--- config.mk ---
export PLATFORM = sky130hd
export DESIGN_NAME = roach_clk_rst_sequencer
export DESIGN_NICKNAME = d
export VERILOG_FILES = /design/src/rtl/roach_clk_rst_sequencer.sv
export SDC_FILE = /design/constraint.sdc
export NUM_CORES = 1
export LEC_CHECK = 0
export BUFFER_PORTS_ARGS = -buffer_cell sky130_fd_sc_hd__buf_2
export CORE_UTILIZATION = 34
export CTS_CLUSTER_DIAMETER = 120
export DETAILED_ROUTE_END_ITERATION = 8
export PLACE_DENSITY = 0.62
export SYNTH_ARGS = -nofsm -noshare
export SYNTH_HDL_FRONTEND = slang
export SYNTH_SLANG_ARGS = --single-unit
--- constraint.sdc ---
create_clock -name sys_clk -period 5.55 [get_ports sys_clk]
set_clock_uncertainty 0.15 [all_clocks]
set_input_delay 1.3875 -clock sys_clk [delete_from_list [all_inputs] [get_ports sys_clk]]
set_output_delay 1.3875 -clock sys_clk [all_outputs]
set_load 0.05 [all_outputs]
--- src/rtl/roach_clk_rst_sequencer.sv ---
`timescale 1ns/1ps
// roach_clk_rst_sequencer
//
// Power-up and recovery sequencer for the board clock infrastructure.
// It waits for the MMCM to lock and stay locked, pulses the IDELAYCTRL
// reset, waits for IDELAY calibration, and then releases the user-logic
// reset. Loss of lock or loss of IDELAY ready re-runs the sequence.
// Repeated ready timeouts park the block in FAULT until software asks
// for a retry.
//
// Ports
//   sys_clk        in   single clock for all logic
//   sys_rst_n      in   asynchronous active-low reset
//   sys_clk_lock   in   MMCM lock (asynchronous, synchronized here)
//   idelay_rdy     in   IDELAYCTRL ready (asynchronous, synchronized here)
//   retry_req      in   single-cycle pulse that leaves FAULT
//   idelay_rst     out  IDELAYCTRL reset, active high
//   user_rst       out  user-logic reset, active high
//   ready          out  high only in RUN
//   fault          out  high only in FAULT
//   state          out  current state encoding
//   lock_loss_cnt  out  saturating count of lock drops seen in RUN
//   retry_cnt      out  consecutive ready timeouts
//
// state         | meaning
// --------------+-------------------------------------------------------
// 0 WAIT_LOCK   | hold everything in reset until the MMCM reports lock
// 1 SETTLE      | lock must stay high for SETTLE_CYCLES
// 2 IDLY_RST    | IDELAYCTRL reset pulse of IDELAY_RST_CYCLES
// 3 WAIT_RDY    | wait up to RDY_TIMEOUT cycles for IDELAY calibration
// 4 RUN         | user logic released
// 5 FAULT       | too many ready timeouts; wait for retry_req

module roach_clk_rst_sequencer #(
    parameter int SETTLE_CYCLES     = 1024,
    parameter int IDELAY_RST_CYCLES = 64,
    parameter int RDY_TIMEOUT       = 4096,
    parameter int RETRY_MAX         = 3
) (
    input  logic       sys_clk,
    input  logic       sys_rst_n,
    input  logic       sys_clk_lock,
    input  logic       idelay_rdy,
    input  logic       retry_req,
    output logic       idelay_rst,
    output logic       user_rst,
    output logic       ready,
    output logic       fault,
    output logic [2:0] state,
    output logic [7:0] lock_loss_cnt,
    output logic [3:0] retry_cnt
);

    localparam logic [2:0] ST_WAIT_LOCK = 3'd0;
    localparam logic [2:0] ST_SETTLE    = 3'd1;
    localparam logic [2:0] ST_IDLY_RST  = 3'd2;
    localparam logic [2:0] ST_WAIT_RDY  = 3'd3;
    localparam logic [2:0] ST_RUN       = 3'd4;
    localparam logic [2:0] ST_FAULT     = 3'd5;

    localparam int P_MAX_A = (SETTLE_CYCLES > IDELAY_RST_CYCLES) ? SETTLE_CYCLES : IDELAY_RST_CYCLES;
    localparam int P_MAX   = (P_MAX_A > RDY_TIMEOUT) ? P_MAX_A : RDY_TIMEOUT;
    localparam int CNT_W   = (P_MAX > 2) ? $clog2(P_MAX) : 1;

    // Load values are one less than the phase length: the phase ends on
    // the cycle the counter is already at zero.
    localparam logic [CNT_W-1:0] C_SETTLE = CNT_W'(SETTLE_CYCLES - 1);
    localparam logic [CNT_W-1:0] C_IRST   = CNT_W'(IDELAY_RST_CYCLES - 1);
    localparam logic [CNT_W-1:0] C_RDY    = CNT_W'(RDY_TIMEOUT - 1);
    localparam logic [CNT_W-1:0] C_ONE    = CNT_W'(1);
    localparam logic [3:0]       C_RMAX   = 4'(RETRY_MAX);

    logic             r_lock_meta;
    logic             r_lock_s;
    logic             r_rdy_meta;
    logic             r_rdy_s;

    logic [2:0]       r_state;
    logic [CNT_W-1:0] r_cnt;
    logic [3:0]       r_retry_cnt;
    logic [7:0]       r_lock_loss_cnt;
    logic             r_idelay_rst;
    logic             r_user_rst;
    logic             r_ready;
    logic             r_fault;

    logic [2:0]       w_state_nxt;
    logic [CNT_W-1:0] w_cnt_nxt;
    logic [3:0]       w_retry_nxt;
    logic [3:0]       w_retry_inc;
    logic [7:0]       w_llc_nxt;
    logic             w_cnt_zero;

    always_ff @(posedge sys_clk or negedge sys_rst_n) begin
        if (!sys_rst_n) begin
            r_lock_meta <= 1'b0;
            r_lock_s    <= 1'b0;
            r_rdy_meta  <= 1'b0;
            r_rdy_s     <= 1'b0;
        end else begin
            r_lock_meta <= sys_clk_lock;
            r_lock_s    <= r_lock_meta;
            r_rdy_meta  <= idelay_rdy;
            r_rdy_s     <= r_rdy_meta;
        end
    end

    always_comb begin
        w_state_nxt = r_state;
        w_cnt_nxt   = r_cnt;
        w_retry_nxt = r_retry_cnt;
        w_retry_inc = r_retry_cnt + 4'd1;
        w_llc_nxt   = r_lock_loss_cnt;
        w_cnt_zero  = (r_cnt == '0);

        case (r_state)
            ST_WAIT_LOCK: begin
                if (r_lock_s) begin
                    w_state_nxt = ST_SETTLE;
                    w_cnt_nxt   = C_SETTLE;
                end
            end
            ST_SETTLE: begin
                if (!r_lock_s) begin
                    w_state_nxt = ST_WAIT_LOCK;
                end else if (w_cnt_zero) begin
                    w_state_nxt = ST_IDLY_RST;
                    w_cnt_nxt   = C_IRST;
                end else begin
                    w_cnt_nxt = r_cnt - C_ONE;
                end
            end
            ST_IDLY_RST: begin
                if (!r_lock_s) begin
                    w_state_nxt = ST_WAIT_LOCK;
                end else if (w_cnt_zero) begin
                    w_state_nxt = ST_WAIT_RDY;
                    w_cnt_nxt   = C_RDY;
                end else begin
                    w_cnt_nxt = r_cnt - C_ONE;
                end
            end
            ST_WAIT_RDY: begin
                // ready is tested before the timeout so it wins a tie
                if (!r_lock_s) begin
                    w_state_nxt = ST_WAIT_LOCK;
                end else if (r_rdy_s) begin
                    w_state_nxt = ST_RUN;
                    w_retry_nxt = 4'd0;
                end else if (w_cnt_zero) begin
                    w_retry_nxt = w_retry_inc;
                    if (w_retry_inc == C_RMAX) begin
                        w_state_nxt = ST_FAULT;
                    end else begin
                        w_state_nxt = ST_IDLY_RST;
                        w_cnt_nxt   = C_IRST;
                    end
                end else begin
                    w_cnt_nxt = r_cnt - C_ONE;
                end
            end
            ST_RUN: begin
                if (!r_lock_s) begin
                    w_state_nxt = ST_WAIT_LOCK;
                    if (r_lock_loss_cnt != 8'hFF) begin
                        w_llc_nxt = r_lock_loss_cnt + 8'd1;
                    end
                end else if (!r_rdy_s) begin
                    w_state_nxt = ST_IDLY_RST;
                    w_cnt_nxt   = C_IRST;
                end
            end
            ST_FAULT: begin
                if (retry_req) begin
                    w_state_nxt = ST_WAIT_LOCK;
                    w_retry_nxt = 4'd0;
                end
            end
            default: begin
                w_state_nxt = ST_WAIT_LOCK;
            end
        endcase
    end

    // Outputs are decoded from the next state so they update on the same
    // edge as the state register.
    always_ff @(posedge sys_clk or negedge sys_rst_n) begin
        if (!sys_rst_n) begin
            r_state         <= ST_WAIT_LOCK;
            r_cnt           <= '0;
            r_retry_cnt     <= 4'd0;
            r_lock_loss_cnt <= 8'd0;
            r_idelay_rst    <= 1'b1;
            r_user_rst      <= 1'b1;
            r_ready         <= 1'b0;
            r_fault         <= 1'b0;
        end else begin
            r_state         <= w_state_nxt;
            r_cnt           <= w_cnt_nxt;
            r_retry_cnt     <= w_retry_nxt;
            r_lock_loss_cnt <= w_llc_nxt;
            r_idelay_rst    <= (w_state_nxt == ST_WAIT_LOCK) ||
                               (w_state_nxt == ST_SETTLE)    ||
                               (w_state_nxt == ST_IDLY_RST);
            r_user_rst      <= (w_state_nxt != ST_RUN);
            r_ready         <= (w_state_nxt == ST_RUN);
            r_fault         <= (w_state_nxt == ST_FAULT);
        end
    end

    assign idelay_rst    = r_idelay_rst;
    assign user_rst      = r_user_rst;
    assign ready         = r_ready;
    assign fault         = r_fault;
    assign state         = r_state;
    assign lock_loss_cnt = r_lock_loss_cnt;
    assign retry_cnt     = r_retry_cnt;

endmodule
==> results of run 1 <==
==> cell type report <==
| type | instances | area share [%] |
|---|---|---|
| clock buffer | 6 | 3.222 |
| inverter | 14 | 2.333 |
| sequential | 35 | 39.00 |
| timing repair buffer | 24 | 5.444 |
| clock inverter | 2 | 0.6111 |
| tap | 72 | 4.000 |
| multi-input combinational | 155 | 45.39 |
==> layer usage <==
metal / global-route usage, % / vias to the layer above / part of all wire [%]
met4: 6.852 / 0 / 1.5
met5: 0 / - / 0
met3: 3.488 / 4 / 3.6
met2: 24.12 / 36 / 44
met1: 20.04 / 796 / 51
li1: - / 833 / -
==> stage by stage <==
| stage | worst slack [ns] | total power, mW |
|---|---|---|
| floorplan | 2.924 | 0.3056 |
| global placement | 2.752 | 0.3184 |
| detailed placement | 2.734 | 0.3188 |
| CTS | 2.737 | 0.5010 |
| global route | 2.467 | 0.5232 |
| finish | 2.691 | 0.4932 |
==> flip-flops by register name, indices dropped and copies added (netlist names), 3 cells and up <==
register and cells:
r_cnt 12, lock_loss_cnt 8, state 3, retry_cnt 4
==> worst register-to-register path: stages, from the launching register on <==
cell and delay, ns:
dfrtp_1 0.39, inv_1 0.10, ha_1 0.21, or3b_1 0.40, nor4_1 0.57, buf_4 0.28
a41oi_1 0.13, o21ba_2 0.24, or3_1 0.34
==> cells by family (layout without fill, tap and decap cells) <==
group / Yosys count / count (layout) / share of synthesized area, %
buf+inv: 20 / 46 / 4.405
mux: 1 / 1 / 0.5664
fa+ha+maj: 4 / 4 / 2.517
xor+xnor: 9 / 9 / 3.964
compound gates: 61 / 61 / 22.28
simple gates: 80 / 80 / 22.09
flops: 35 / 35 / 44.18
==> power by group through the flow <==
| stage | Sequential [mW] | Combinational [mW] | Clock [mW] |
|---|---|---|---|
| after floorplan | 0.275 | 0.0308 | 0 |
| after CTS | 0.272 | 0.0417 | 0.187 |
| after global routing | 0.274 | 0.0483 | 0.201 |
| after detailed placement | 0.277 | 0.0416 | 0 |
| after global placement | 0.277 | 0.0414 | 0 |
| final | 0.272 | 0.0409 | 0.180 |
==> cells in the final DEF (no fill, tap or decap), types with 3 or more instances in the layout <==
cell type	instances
buf_2	23
o21ai_0	8
nor2_1	17
nand2_1	11
a21oi_1	17
or2_2	5
ha_1	4
dfrtp_1	33
nand4_1	3
clkbuf_8	5
inv_1	14
xor2_1	4
a221oi_1	3
xnor2_1	5
nand2b_1	3
nand3_1	8
a21o_1	3
or3_1	3
nor3_1	11
o32a_1	4
a211oi_1	5
==> worst max path at each step <==
stage | from | endpoint | slack, ns | depth (start not counted)
floorplan | retry_req | user_rst | 2.92 | 3
global placement | retry_req | user_rst | 2.75 | 4
detailed placement | retry_req | user_rst | 2.73 | 4
CTS | r_cnt[0] | user_rst | 2.74 | 8
global route | r_cnt[0] | user_rst | 2.47 | 8
finish | r_cnt[0] | user_rst | 2.69 | 8
==> results_dict.tcl, run 1 <==
set metrics [dict create \
    status "completed" \
    synthFlopType "dfrtp_1" \
    gp_congestion 0.8513 \
    layout.nets 244 \
    holdPathStages 0 \
    avgSynthCellArea_um2 9.467 \
    hold_start "r_lock_meta" \
    track_usage_pct 15.35 \
    num_io_pins 24 \
    post-route-util_pct 40.40 \
    start_util_pct 35.67 \
    synth_nets 219 \
    final-setup-viol-count 0 \
    post-route-period-util_pct 51.52 \
    worstPathCellList "inv_1 -> ha_1 -> or3b_1 -> nor4_1 -> buf_4 -> a41oi_1 -> o21ba_2 -> or3_1" \
    rows 27 \
    cp_slowest_cell "nor4_1" \
    tns_ns 0 \
    placed_area_um2 2166 \
    detail-route-antenna-nets 0 \
    overflow 0 \
    synth-edff-count 0 \
    n_antenna_cell 0 \
    wire_per_inst_um 13.51 \
    powerDensity_nw_per_um2 219.0 \
    holdCritPathClass "reg -> reg" \
    synth_top_cell_by_area "dfrtp_1" \
    seq_area_um2 878.3 \
    ir_drop_mv 0.1165 \
    design_area_um2 2252 \
    p_sw_mw 0.1268 \
    clk_path_buf_depth 2 \
    grt_pass1_wl_mm 7.389 \
    synthTopCellsByCount "dfrtp_1 (33), a21oi_1 (17), nor2_1 (17), inv_1 (14)" \
    cts_buffers 5 \
    dr.pass1.iters 4 \
    grt_max_degree 36 \
    sequentialPowerShare_pct 55.2 \
    yosys_warnings 0 \
    core_area_um2 5574 \
    grt_antenna_before_repair 0 \
    rr_worst_depth 8 \
    slew_headroom_pct 47.88 \
    worstSetupStartpointType "flip-flop" \
    r2r-start "r_cnt[0]" \
    pwr-share-clk_pct 36.5 \
    cts_setup_buffers 0 \
    placedCellCount 300 \
    die_area_um2 6158 \
    synth.distinct_cells 56 \
    slowest_delay_ns 0.57 \
    instances_no_fill 308 \
    swShare_pct 25.71 \
    postCtsHoldBufs 0 \
    cts_root_buffer "clkbuf_8" \
    cp_max_fo 10 \
    end_kind "flip-flop" \
    synthArstFlopShare_pct 100.0 \
    synthCells 210 \
    routed_via_density 5.419 \
    crit_family "simple AND/OR/NAND/NOR gates" \
    place.port_buffers 23 \
    rsz0062_at_grt "no" \
    synthTopCellsByArea "dfrtp_1 (42%), a21oi_1 (4.3%), nor2_1 (3.2%), nor3_1 (2.8%), dfstp_2 (2.6%)" \
    cts_resized 0 \
    drt-initial-drc-count 99 \
    fin_crit_ns 2.859 \
    worstHoldEndpoint "r_lock_s" \
    cp.arrival_ns 2.92 \
    slew_violations 0 \
    r2r_setup_slack_ns 2.69 \
    syn2layout_area_growth_pct 13.28 \
    r2r-end "user_rst" \
    fillCellCount 563 \
    ys_ff_latch 35 \
    final_hold_viol_count 0 \
    die_x_um 78.47 \
    drive_gt1_share_pct 19.92 \
    clk_pin_slew_worst_paths_ns 0.08 \
    synth-seq-area-share_pct 44.18 \
    vias 1669 \
    fmax_mhz 349.8 \
    cts_sinks 35 \
    synth.top_cell.area_share_pct 41.54 \
    wl_mm 4.162 \
    combPwrFrac_pct 8.3 \
    power.internal_mw 0.3664 \
    critPathKind "reg -> reg" \
    power_leakage_nw 0.9663 \
    synth.most_common_cell "dfrtp_1" \
    multiInputGateArea_um2 1022 \
    cp_num_buf_inv 2 \
    critPathRequiredTime_ns 5.62 \
    clock_latency_ns 0.29 \
    finalHoldWorstSlack_ns 0.1995 \
    h-tree-depth 2 \
    first_global_vias 1606 \
    tightest_slew_ns 0.7771 \
    maxCapViolCount 0 \
    hpwl_mm 2.986 \
    die_y_um 78.47 \
    drc 0 \
    syn_area_um2 1988 \
    cts_tree "built" \
]
Note: power is estimated with default switching activity, not from simulation.
==> inputs of run 2 (changes only) <==
Settings changed: PLACE_DENSITY 0.62 to 0.64.
Clock period 5.55 ns to 2.5 ns, I/O delays scaled along.
==> run 2 against run 1 <==
Against the previous run: fmax is 16% higher; via count is 8.7% higher; register-to-register slack worse by 2.7 ns; critical path type unchanged.
==> results_dict.tcl, run 2 (same netlist as run 1, synthesis figures left out) <==
set metrics [dict create \
    wire_per_inst_um 14.45 \
    track_usage_pct 17.19 \
    drt-initial-drc-count 124 \
    first_global_vias 1736 \
    critPathRequiredTime_ns 2.55 \
    hpwl_mm 3.152 \
    place.port_buffers 23 \
    ir_drop_mv 0.2816 \
    grt_antenna_before_repair 0 \
    detail-route-antenna-nets 0 \
    overflow 0 \
    layout.nets 269 \
    largest_reg_flops 12 \
    swShare_pct 24.01 \
    post-route-period-util_pct 98.94 \
    sequentialPowerShare_pct 46.7 \
    cp.arrival_ns 2.52 \
    power.internal_mw 0.9748 \
    die_area_um2 6158 \
    power_leakage_nw 1.106 \
    num_io_pins 24 \
    h-tree-depth 2 \
    critPathKind "reg -> reg" \
    dr.pass1.iters 4 \
    drive_gt1_share_pct 31.80 \
    gp_congestion 0.7932 \
    powerDensity_nw_per_um2 504.6 \
    mostFrequentLayoutCell "dfrtp_1" \
    clk_pin_slew_worst_paths_ns 0.07 \
    status "completed" \
    cts_tree "built" \
    pwr-share-clk_pct 41.3 \
    grt_pass1_wl_mm 8.169 \
    grt_max_degree 36 \
    p_sw_mw 0.3081 \
    maxCapViolCount 0 \
    tightest_slew_ns 0.7811 \
    holdCritPathClass "reg -> reg" \
    fin_total_pwr_mw 1.283 \
    die_y_um 78.47 \
    vias 1815 \
    fmax_mhz 404.3 \
    final_hold_viol_count 0 \
    drc 0 \
    cp_max_fo 5 \
    worstSetupStartpointType "flip-flop" \
    end_kind "flip-flop" \
    layout_common_cells "dfrtp_1 (33), buf_4 (24), buf_2 (23)" \
    slew_headroom_pct 47.93 \
    syn2layout_area_growth_pct 27.88 \
    start_util_pct 35.67 \
    rsz0062_at_grt "yes" \
    largest-register "r_cnt" \
    cts_buffers 5 \
    wl_mm 4.811 \
    cts_root_buffer "clkbuf_8" \
    die_x_um 78.47 \
    combPwrFrac_pct 12.0 \
    core_area_um2 5574 \
    n_antenna_cell 0 \
    slew_violations 0 \
    post-route-util_pct 45.61 \
    rows 27 \
    clock_latency_ns 0.29 \
    routed_via_density 5.450 \
    cts_sinks 35 \
    tns_ns 0 \
    fin_crit_ns 2.473 \
    final-setup-viol-count 0 \
    clk_path_buf_depth 2 \
]
-- run 2: cell count changes in the layout (fill, tap and decap cells not counted), sizes merged --
cell,change
clkinv,-1
and2,+1
bufinv,+1
buf,+23
a22oi,+1
-- run 2: worst max-delay path, cell delays in order, from the launching register on --
cell and delay (ns):
dfrtp_1 0.39, or4_4 0.55, or4_4 0.62, a22oi_2 0.33, buf_4 0.18, a21oi_2 0.05
o32ai_1 0.12
-- run 2: area by class of cell --
type,instances,area (µm²)
Fill cell,556,3032
Multi-Input combinational cell,157,1109
Sequential cell,35,878.3
Timing Repair Buffer,47,295.3
Tap cell,72,90.09
Clock buffer,6,82.58
Inverter,14,52.55
Clock inverter,2,35.03
-- run 2: repair_timing --
item	in CTS	in global routing
pin swaps	1	7
endpoints found under the hold margin	0	0
setup endpoints to repair	12	18
hold buffers	0	0
cloned	2	0
gates resized for setup	1	13
buffers inserted	2	3
-- run 2: through the flow --
stage	worst slack, ns	hold WS, ns	instances	cell area [µm²]
2_1_floorplan	0.008569	0.1794	210	1988
5_1_grt	-0.01035	0.2211	333	2542
6_report	0.02652	0.2035	333	2542
3_3_place_gp	0.03660	0.1884	318	2301
4_1_cts	0.04311	0.2073	330	2460
3_5_place_dp	-0.02608	0.1905	318	2301
-- run 2: path summary, 6_finish.rpt --
kind                              to  slack [ns]  startpoint  depth (start not counted)
max                         r_cnt[6]        0.03    r_cnt[9]                          6
min                          r_rdy_s        0.20  r_rdy_meta                          0
max reg2reg                 r_cnt[6]        0.03    r_cnt[9]                          6
min reg2reg                  r_rdy_s        0.20  r_rdy_meta                          0
max in group asynchronous    r_rdy_s        1.45   sys_rst_n                          1
min in group asynchronous  r_cnt[10]        0.26   sys_rst_n                          1
-- run 2: power groups by stage --
stage,sequential [mW],combinational (mW),clock [mW]
final,0.599,0.154,0.530
after global routing,0.600,0.173,0.565
after CTS,0.597,0.134,0.541
after detailed placement,0.608,0.126,0
after global placement,0.607,0.125,0
after floorplan,0.610,0.0684,0
-- run 2: per-layer routing --
layer  vias to the layer above  share of wire (%)  global-route usage, %
met3                        12                6.1                  4.651
li1                        887                  -                      -
met2                        58                 47                  27.37
met5                         -                  0                      0
met4                         0                2.5                  8.148
met1                       858                 45                  21.49
==> inputs of run 3 (changes only) <==
Settings changed: BUFFER_PORTS_ARGS -buffer_cell sky130_fd_sc_hd__buf_2 to unset, DONT_BUFFER_PORTS set to 1, PLACE_DENSITY 0.64 to 0.61.
==> run 3 against run 2 <==
Against the previous run: first-iteration DRC count rose by 1.6%; largest cell class unchanged; critical path depth unchanged; cell count fell by 3.9%; largest power group unchanged; clock-buffer cell count is 1 lower; power shrank 1.1%; via count is 3.9% lower.
==> results_dict.tcl, run 3 (same netlist as run 1, synthesis figures left out) <==
set metrics [dict create \
    wire_per_inst_um 14.91 \
    layout.nets 256 \
    overflow 0 \
    grt_antenna_before_repair 0 \
    cts_root_buffer "clkbuf_8" \
    seq_area_um2 878.3 \
    first_global_vias 1664 \
    placedCellCount 306 \
    clk_path_buf_depth 2 \
    design_area_um2 2489 \
    largest_reg_flops 12 \
    routed_via_density 5.450 \
    h-tree-depth 2 \
    cpMostUsedCell "or4_4" \
    dr.pass1.iters 4 \
    clk_pin_slew_worst_paths_ns 0.08 \
    power_leakage_nw 1.057 \
    slew_headroom_pct 56.53 \
    rr_worst_depth 6 \
    num_io_pins 24 \
    fin_total_pwr_mw 1.268 \
    clock_latency_ns 0.29 \
    wl_mm 4.771 \
    final_hold_viol_count 0 \
    core_area_um2 5574 \
    maxCapViolCount 0 \
    rows 27 \
    ir_drop_mv 0.3276 \
    die_area_um2 6158 \
    drive_gt1_share_pct 26.21 \
    fin_crit_ns 2.428 \
    cts_buffers 5 \
    slowest_delay_ns 0.60 \
    r2r-end "r_cnt[11]" \
    cts_sinks 35 \
    rsz0062_at_grt "no" \
    critPathRequiredTime_ns 2.52 \
    powerDensity_nw_per_um2 509.6 \
    worstSetupStartpointType "flip-flop" \
    post-route-period-util_pct 97.10 \
    holdCritPathClass "in -> async" \
    drt-initial-drc-count 126 \
    post-route-worst-setup-slack_ns 0.07242 \
    critPathKind "reg -> reg" \
    instances_no_fill 320 \
    r2r_setup_slack_ns 0.07 \
    n_antenna_cell 0 \
    cp.arrival_ns 2.45 \
    cts_tree "built" \
    layout_common_cells "dfrtp_1 (33), buf_4 (31), nor2_1 (17), a21oi_1 (17), inv_1 (12)" \
    drc 0 \
    tightest_slew_ns 0.6461 \
    track_usage_pct 16.68 \
    detail-route-antenna-nets 0 \
    gp_congestion 0.8650 \
    cp_max_fo 5 \
    mostFrequentLayoutCell "dfrtp_1" \
    fmax_mhz 411.9 \
    syn2layout_area_growth_pct 25.17 \
    placed_area_um2 2268 \
    final-setup-viol-count 0 \
    r2r-start "r_cnt[8]" \
    die_y_um 78.47 \
    largest-register "r_cnt" \
    status "completed" \
    pre_cts_ws_ns -0.01119 \
    place.port_buffers 0 \
    grt_max_degree 34 \
    multiInputGateArea_um2 1067 \
    end_kind "flip-flop" \
    cp_slowest_cell "or4_4" \
    slew_violations 0 \
    grt_pass1_wl_mm 7.948 \
    vias 1744 \
    fillCellCount 534 \
    worstPathCellList "or4_4 -> or4_4 -> a22oi_4 -> buf_6 -> a21oi_1 -> o22a_1" \
    start_util_pct 35.67 \
    die_x_um 78.47 \
    hpwl_mm 3.288 \
]
run 3: stage by stage:
| stage | hold WS (ns) | util (%) | TNS [ns] |
|---|---|---|---|
| final | 0.005855 | 44.65 | 0 |
| after global routing | 0.008070 | 44.65 | 0 |
| after CTS | 0.005423 | 43.23 | 0 |
| after detailed placement | 0.1809 | 40.70 | -0.01119 |
| after global placement | 0.1812 | 40.70 | 0 |
| after floorplan | 0.1794 | - | 0 |
run 3: area by class of cell:
cell class	instances	share of cell area [%]
Multi-Input combinational cell	156	42.89
Sequential cell	35	35.29
Tap cell	72	3.620
Timing Repair Buffer	35	11.46
Clock buffer	5	2.765
Inverter	14	2.112
Clock inverter	3	1.860
run 3: worst max-delay path by stage:
stage,start,endpoint,depth (start not counted)
final,r_cnt[8],r_cnt[11],6
after global placement,r_cnt[0],r_cnt[5],8
after CTS,r_cnt[1],r_cnt[11],8
after global routing,r_cnt[1],r_cnt[5],8
after detailed placement,r_cnt[1],r_cnt[7],7
after floorplan,retry_cnt[0],r_cnt[5],7
run 3: what timing repair did:
| item | in CTS | in global routing |
|---|---|---|
| buffers inserted | 0 | 3 |
| cloned | 0 | 1 |
| gates resized for setup | 1 | 10 |
| hold endpoints to repair | 33 | 2 |
| hold buffers | 1 | 1 |
| endpoints found under the setup margin | 1 | 14 |
| pin swaps | 0 | 3 |
run 3: layer usage:
layer,up-vias,GRT usage (%),wire [µm]
li1,859,-,-
met1,821,22.41,2215
met2,59,26.05,2239
met3,5,3.953,254
met4,0,5.926,61
met5,-,0,0
run 3: where the power goes:
part	internal, mW	leakage, nW	switching, mW
logic	0.0662	0.600	0.0806
clock network	0.300	0.0548	0.223
registers	0.583	0.403	0.0152
total	0.950	1.06	0.319
run 3: worst max-delay path: cells and delay by family (launching register included):
family / cells / cell delay (ns)
AND/OR/NAND/NOR: 2 / 1.16
AO/OA/AOI/OAI: 3 / 0.47
flip-flops: 1 / 0.39
buffers and inverters: 1 / 0.14
